`src/rtl/regfile_pkg.sv`:
```
// Shared defaults and the address-width helper for the multi-port register file.
package regfile_pkg;

    localparam int XLEN_DEF = 32;
    localparam int NREG_DEF = 32;
    localparam int NRD_DEF  = 2;

    function automatic int addr_width(input int n);
        int w;
        w = 0;
        while ((32'sd1 << w) < n) begin
            w = w + 1;
        end
        return w;
    endfunction

endpackage

```
`src/rtl/regfile_mp_if.sv`:
```
// Read, writeback and issue signals of the register file, grouped as one bus.
interface regfile_mp_if
    import regfile_pkg::*;
#(
    parameter int XLEN = XLEN_DEF,
    parameter int NREG = NREG_DEF,
    parameter int NRD  = NRD_DEF
);
    localparam int AW = addr_width(NREG);

    logic [NRD*AW-1:0]   rs_addr;
    logic [NRD*XLEN-1:0] rs_data;
    logic [NRD-1:0]      rs_busy;
    logic                wr_en;
    logic [AW-1:0]       wr_addr;
    logic [XLEN-1:0]     wr_data;
    logic                alloc_en;
    logic [AW-1:0]       alloc_addr;
    logic [AW:0]         busy_count;

    modport master (
        output rs_addr, wr_en, wr_addr, wr_data, alloc_en, alloc_addr,
        input  rs_data, rs_busy, busy_count
    );

    modport slave (
        input  rs_addr, wr_en, wr_addr, wr_data, alloc_en, alloc_addr,
        output rs_data, rs_busy, busy_count
    );

endinterface

```
`src/rtl/regfile_scoreboard.sv`:
```
// Per-register pending (busy) bits with a registered population count and NRD lookup ports.
module regfile_scoreboard
    import regfile_pkg::*;
#(
    parameter int NREG   = NREG_DEF,
    parameter int NRD    = NRD_DEF,
    parameter int BYPASS = 1,
    localparam int AW    = addr_width(NREG)
) (
    input  logic              clk,
    input  logic              reset,
    input  logic              alloc_en,
    input  logic [AW-1:0]     alloc_addr,
    input  logic              wr_en,
    input  logic [AW-1:0]     wr_addr,
    input  logic [NRD*AW-1:0] lookup_addr,
    output logic [NRD-1:0]    lookup_busy,
    output logic [AW:0]       busy_count
);

    logic [NREG-1:0] busy_r;
    logic [AW:0]     count_r;
    logic            alloc_ok_s;
    logic            wr_ok_s;
    logic            set_new_s;
    logic            clr_real_s;

    // Decode which busy bits actually flip this cycle; a same-address alloc keeps the bit set.
    always_comb begin
        alloc_ok_s = alloc_en && (alloc_addr != {AW{1'b0}});
        wr_ok_s    = wr_en && (wr_addr != {AW{1'b0}});
        set_new_s  = alloc_ok_s && !busy_r[alloc_addr];
        clr_real_s = wr_ok_s && busy_r[wr_addr] &&
                     !(alloc_ok_s && (alloc_addr == wr_addr));
    end

    // Busy bits and their count; alloc is applied after the clear so the new producer wins.
    always_ff @(posedge clk) begin
        if (reset) begin
            busy_r  <= {NREG{1'b0}};
            count_r <= {(AW+1){1'b0}};
        end else begin
            if (wr_ok_s) begin
                busy_r[wr_addr] <= 1'b0;
            end
            if (alloc_ok_s) begin
                busy_r[alloc_addr] <= 1'b1;
            end
            count_r <= count_r + {{AW{1'b0}}, set_new_s} - {{AW{1'b0}}, clr_real_s};
        end
    end

    // Lookup: x0 is never busy, and a value being written this cycle is no longer pending.
    always_comb begin
        lookup_busy = {NRD{1'b0}};
        for (int i = 0; i < NRD; i++) begin
            if (lookup_addr[i*AW +: AW] == {AW{1'b0}}) begin
                lookup_busy[i] = 1'b0;
            end else if ((BYPASS != 0) && wr_ok_s && (wr_addr == lookup_addr[i*AW +: AW])) begin
                lookup_busy[i] = 1'b0;
            end else begin
                lookup_busy[i] = busy_r[lookup_addr[i*AW +: AW]];
            end
        end
    end

    assign busy_count = count_r;

endmodule

```
`src/rtl/regfile_mp.sv`:
```
// Multi-port register file: flop-based data array, optional write forwarding, pending scoreboard.
module regfile_mp
    import regfile_pkg::*;
#(
    parameter int XLEN   = XLEN_DEF,
    parameter int NREG   = NREG_DEF,
    parameter int NRD    = NRD_DEF,
    parameter int BYPASS = 1
) (
    input  logic          clk,
    input  logic          reset,
    regfile_mp_if.slave   bus
);

    localparam int AW = addr_width(NREG);

    logic [XLEN-1:0]     regs_r [NREG];
    logic [NRD*XLEN-1:0] rs_data_s;
    logic                wr_ok_s;

    assign wr_ok_s = bus.wr_en && (bus.wr_addr != {AW{1'b0}});

    // Data array; x0 is held at zero by never being a write target.
    always_ff @(posedge clk) begin
        if (reset) begin
            for (int i = 0; i < NREG; i++) begin
                regs_r[i] <= {XLEN{1'b0}};
            end
        end else if (wr_ok_s) begin
            regs_r[bus.wr_addr] <= bus.wr_data;
        end else begin
            regs_r[0] <= {XLEN{1'b0}};
        end
    end

    // Combinational read ports with optional same-cycle forwarding of the writeback value.
    always_comb begin
        rs_data_s = {(NRD*XLEN){1'b0}};
        for (int i = 0; i < NRD; i++) begin
            if (bus.rs_addr[i*AW +: AW] == {AW{1'b0}}) begin
                rs_data_s[i*XLEN +: XLEN] = {XLEN{1'b0}};
            end else if ((BYPASS != 0) && wr_ok_s && (bus.wr_addr == bus.rs_addr[i*AW +: AW])) begin
                rs_data_s[i*XLEN +: XLEN] = bus.wr_data;
            end else begin
                rs_data_s[i*XLEN +: XLEN] = regs_r[bus.rs_addr[i*AW +: AW]];
            end
        end
    end

    assign bus.rs_data = rs_data_s;

    regfile_scoreboard #(
        .NREG   (NREG),
        .NRD    (NRD),
        .BYPASS (BYPASS)
    ) u_scoreboard (
        .clk         (clk),
        .reset       (reset),
        .alloc_en    (bus.alloc_en),
        .alloc_addr  (bus.alloc_addr),
        .wr_en       (bus.wr_en),
        .wr_addr     (bus.wr_addr),
        .lookup_addr (bus.rs_addr),
        .lookup_busy (bus.rs_busy),
        .busy_count  (bus.busy_count)
    );

endmodule

```
`src/flat_wrapper.sv`:
```
// flat-port wrapper written by rule: the top's interface ports become plain ports
module regfile_mp_flat import regfile_pkg::*;
#(
    parameter int XLEN   = XLEN_DEF,
    parameter int NREG   = NREG_DEF,
    parameter int NRD    = NRD_DEF,
    parameter int BYPASS = 1
)
  (clk, reset, bus_rs_addr, bus_wr_en, bus_wr_addr, bus_wr_data, bus_alloc_en, bus_alloc_addr, bus_rs_data, bus_rs_busy, bus_busy_count);
  regfile_mp_if #(.XLEN(XLEN), .NREG(NREG), .NRD(NRD)) bus_i ();
  input  logic clk;
  input  logic reset;
  input wire logic [$bits(bus_i.rs_addr)-1:0] bus_rs_addr;
  input wire logic [$bits(bus_i.wr_en)-1:0] bus_wr_en;
  input wire logic [$bits(bus_i.wr_addr)-1:0] bus_wr_addr;
  input wire logic [$bits(bus_i.wr_data)-1:0] bus_wr_data;
  input wire logic [$bits(bus_i.alloc_en)-1:0] bus_alloc_en;
  input wire logic [$bits(bus_i.alloc_addr)-1:0] bus_alloc_addr;
  output wire logic [$bits(bus_i.rs_data)-1:0] bus_rs_data;
  output wire logic [$bits(bus_i.rs_busy)-1:0] bus_rs_busy;
  output wire logic [$bits(bus_i.busy_count)-1:0] bus_busy_count;
  assign bus_i.rs_addr = bus_rs_addr;
  assign bus_i.wr_en = bus_wr_en;
  assign bus_i.wr_addr = bus_wr_addr;
  assign bus_i.wr_data = bus_wr_data;
  assign bus_i.alloc_en = bus_alloc_en;
  assign bus_i.alloc_addr = bus_alloc_addr;
  assign bus_rs_data = bus_i.rs_data;
  assign bus_rs_busy = bus_i.rs_busy;
  assign bus_busy_count = bus_i.busy_count;
  regfile_mp #(.XLEN(XLEN), .NREG(NREG), .NRD(NRD), .BYPASS(BYPASS)) u_core (.clk(clk), .reset(reset), .bus(bus_i));
endmodule
```
`config.mk`:
```
export PLATFORM = sky130hd
export DESIGN_NAME = regfile_mp_flat
export DESIGN_NICKNAME = d
export VERILOG_FILES = /design/src/rtl/regfile_pkg.sv /design/src/rtl/regfile_mp_if.sv /design/src/rtl/regfile_scoreboard.sv /design/src/rtl/regfile_mp.sv /design/src/flat_wrapper.sv
export SDC_FILE = /design/constraint.sdc
export NUM_CORES = 2
export LEC_CHECK = 0
export CORE_ASPECT_RATIO = 0.9
export CORE_UTILIZATION = 56
export CTS_CLUSTER_DIAMETER = 100
export DETAILED_ROUTE_END_ITERATION = 12
export PLACE_DENSITY = 0.82
export SKIP_CTS_REPAIR_TIMING = 1
export SLEW_MARGIN = 20
export SYNTH_ARGS = -nofsm -noshare
export SYNTH_HDL_FRONTEND = slang
export SYNTH_HIERARCHICAL = 1
export SYNTH_SLANG_ARGS = --single-unit
```
`constraint.sdc`:
```
create_clock -name clk -period 3.95 [get_ports clk]
set_input_delay 0.395 -clock clk [delete_from_list [all_inputs] [get_ports clk]]
set_output_delay 0.395 -clock clk [all_outputs]
set_load 0.05 [all_outputs]
```
==> results.cfg <==
[status]
status = complete, no violations

[timing]
final_max_slew_viol_count = 0
hold_viol = 0
rsz0062_at_grt = no
fin_hold_ws_ps = 400
max_freq_ghz = 0.263
worst_pin_slew_ps = 1100
fin_crit_ps = 3800
fin_crit_sh_pct = 96.1
clock_skew_ps = 28.6
slew_headroom_pct = 26.2
finalSetupViolCount = 0

[synth]
synth-edff-count = 1024
synth_area_leaders = edfxtp_1 52%, mux4_2 15%, and2_1 10%, mux2i_1 5.8%, clkbuf_1 2.0%
yosysTopAreaCell = edfxtp_1
synth_area_um2 = 58700
synthFlopType = edfxtp_1
synth_top_area_share_pct = 52.4
synth.avg_cell_area_um2 = 13.8
ys_ff_latch = 1062
ys_top_cells_by_count = 1024 x edfxtp_1, 963 x and2_1, 387 x mux4_2
async_reset_ff_share_pct = 0
ys.warnings.count = 6
yosysSeqAreaShare_pct = 53.7
synth.distinct_cells = 78
synthCells = 4244
synth_most_common_cell = edfxtp_1

[placed_design]
dpl_cell_area_um2 = 62500
portBuffers = 127
gp_congestion = 1.03
hpwl_mm = 126

[power_and_ir_drop]
ir_worst_vdd_v = 0.000409
p_leak_uw = 0.0235
power_density_nw_per_um2 = 422

[setup_path]
crit_type = input port to output pin
worstPathArrival_ps = 3400
end_kind = output pin
slowest_delay_ps = 920
slowest_stage = a221oi_1
critical_path_required_ps = 3560
critical_path.max_fanout = 8
path_common_cell = buf_4
worstPathCellList = clkdlybuf4s50_1 > buf_4 > inv_1 > a221oi_1 > o311a_1 > nor3_1 > nor2_1 > buf_4
critPathLaunchType = input port

[clock_tree]
h-tree-depth = 3
numCtsBuffers = 107
cts_tree = built
clock_latency_ps = 710
clk_pin_slew_ps = 70
cts_sinks = 1062
cts-root-buf = clkbuf_16
clk_path_buf_depth = 3

[drt]
drt-initial-drc-count = 7038
routed_wl_mm = 196
wl_met3_mm = 29.7
top_layer = met5
post-route-drc-count = 0
dr_total_vias = 41800
ant_nets = 0
drt-met1-wl_mm = 66.1
drtPass1Iterations = 7
vias_per_cell = 7.22
wl_per_cell_um = 33.9
routed-wl-met2_mm = 86.2

[global_route]
grt_pass1_wl_mm = 279
antenna_found_initial = 8
gr-total-overflow = 0
grt_pass1_vias = 40800
grt_max_degree = 73
grt_usage_pct = 36.8

[floorplan]
die_w_um = 343
io_pins = 128
coreArea_um2 = 104000
rows = 112
start_util_pct = 56.6
die_y_um = 309
dieArea_um2 = 106000

[layout]
fin_area_um2 = 65900
area_growth_pct = 12.3
finalCoreUtilization_pct = 63.5
drive_gt1_share_pct = 22.8
finalNetCount = 4389

[min_path]
hold_class = input port to flop

[run]
cap_violations = 0
[layer usage]
| layer | up-vias | GRT usage (%) |
|---|---|---|
| met4 | 6 | 22.7 |
| met3 | 866 | 11.0 |
| met2 | 3900 | 54.6 |
| met5 | - | 0.226 |
| li1 | 16400 | - |
| met1 | 20600 | 47.9 |
[final cells by class]
class / instances / area, µm²
clock inverters: 71 / 558
well taps: 1368 / 1710
repair buffers: 384 / 3950
clock buffers: 126 / 2790
multi-input cells: 2758 / 25300
flip-flops and latches: 1062 / 31500
inverters: 13 / 48.8
diodes: 4 / 10.0
fillers: 7260 / 37800
[sequential cells by signal (all words and copies together) (netlist names)]
signal,flops
u_core/u_scoreboard/busy_r,32
u_core/u_scoreboard/busy_count,6
u_core/regs_r,1024
[through the flow]
stage               cells  TNS (ps)  setup slack, ps  total power (µW)
floorplan            4275         0              723             16100
global placement     5585     -29.6            -29.6             17800
detailed placement   5585         0             16.6             17900
CTS                  5782         0             32.3             27700
global route         5783         0              145             28400
finish               5786         0              154             27800
[cell usage in the layout (no fill, tap or decap), drive strengths merged, types with 16 or more instances in the layout]
master | Yosys | final
a221oi | 36 | 36
and2 | 964 | 964
clkinv | 0 | 54
nand2 | 172 | 172
a22oi | 66 | 66
dfxtp | 38 | 38
or2 | 34 | 34
a32o | 34 | 34
o21ai | 60 | 60
inv | 13 | 17
a21oi | 115 | 115
xnor2 | 17 | 17
and3 | 16 | 16
clkbuf | 307 | 126
nor3 | 49 | 49
o221ai | 33 | 33
edfxtp | 1024 | 1024
o22ai | 41 | 41
clkdlybuf4s50 | 0 | 51
a211oi | 50 | 50
conb | 1 | 32
nor2 | 70 | 70
buf | 135 | 333
mux4 | 397 | 397
mux2i | 340 | 340
mux2 | 37 | 37
nor2b | 17 | 17
nand2b | 16 | 16
[power by group]
group | leakage, µW | switching (µW) | internal, µW
sequential | 0.0101 | 352 | 13000
clock | 0.00164 | 4440 | 5500
combinational | 0.0118 | 2780 | 1790
[logic make-up after synthesis]
kind of cell             share of synthesized area (%)
AND/OR/NAND/NOR                                   13.9
XOR/XNOR                                         0.433
adder cells (fa/ha/maj)                          0.162
other                                          0.00639
buffers and inverters                             3.65
multiplexers                                      21.8
flip-flops                                        53.7
AO/OA/AOI/OAI                                     6.38
[critical path, delay by kind of cell]
family | cells | cell delay, ps
buffers and inverters | 4 | 1400
AOI/OAI and AO/OA | 2 | 1220
and+or+nand+nor | 2 | 370
[final timing paths]
check	start	endpoint	slack, ps	depth (start not counted)
max reg2reg	u_core/u_scoreboard/busy_r[19]	u_core/u_scoreboard/busy_count[4]	720	12
max	bus_rs_addr[8]	bus_rs_data[62]	150	8
min reg2reg	u_core/u_scoreboard/busy_r[0]	u_core/u_scoreboard/busy_r[0]	530	1
min	reset	u_core/u_scoreboard/busy_count[2]	400	3
Note: power is estimated with default switching activity, not from simulation.
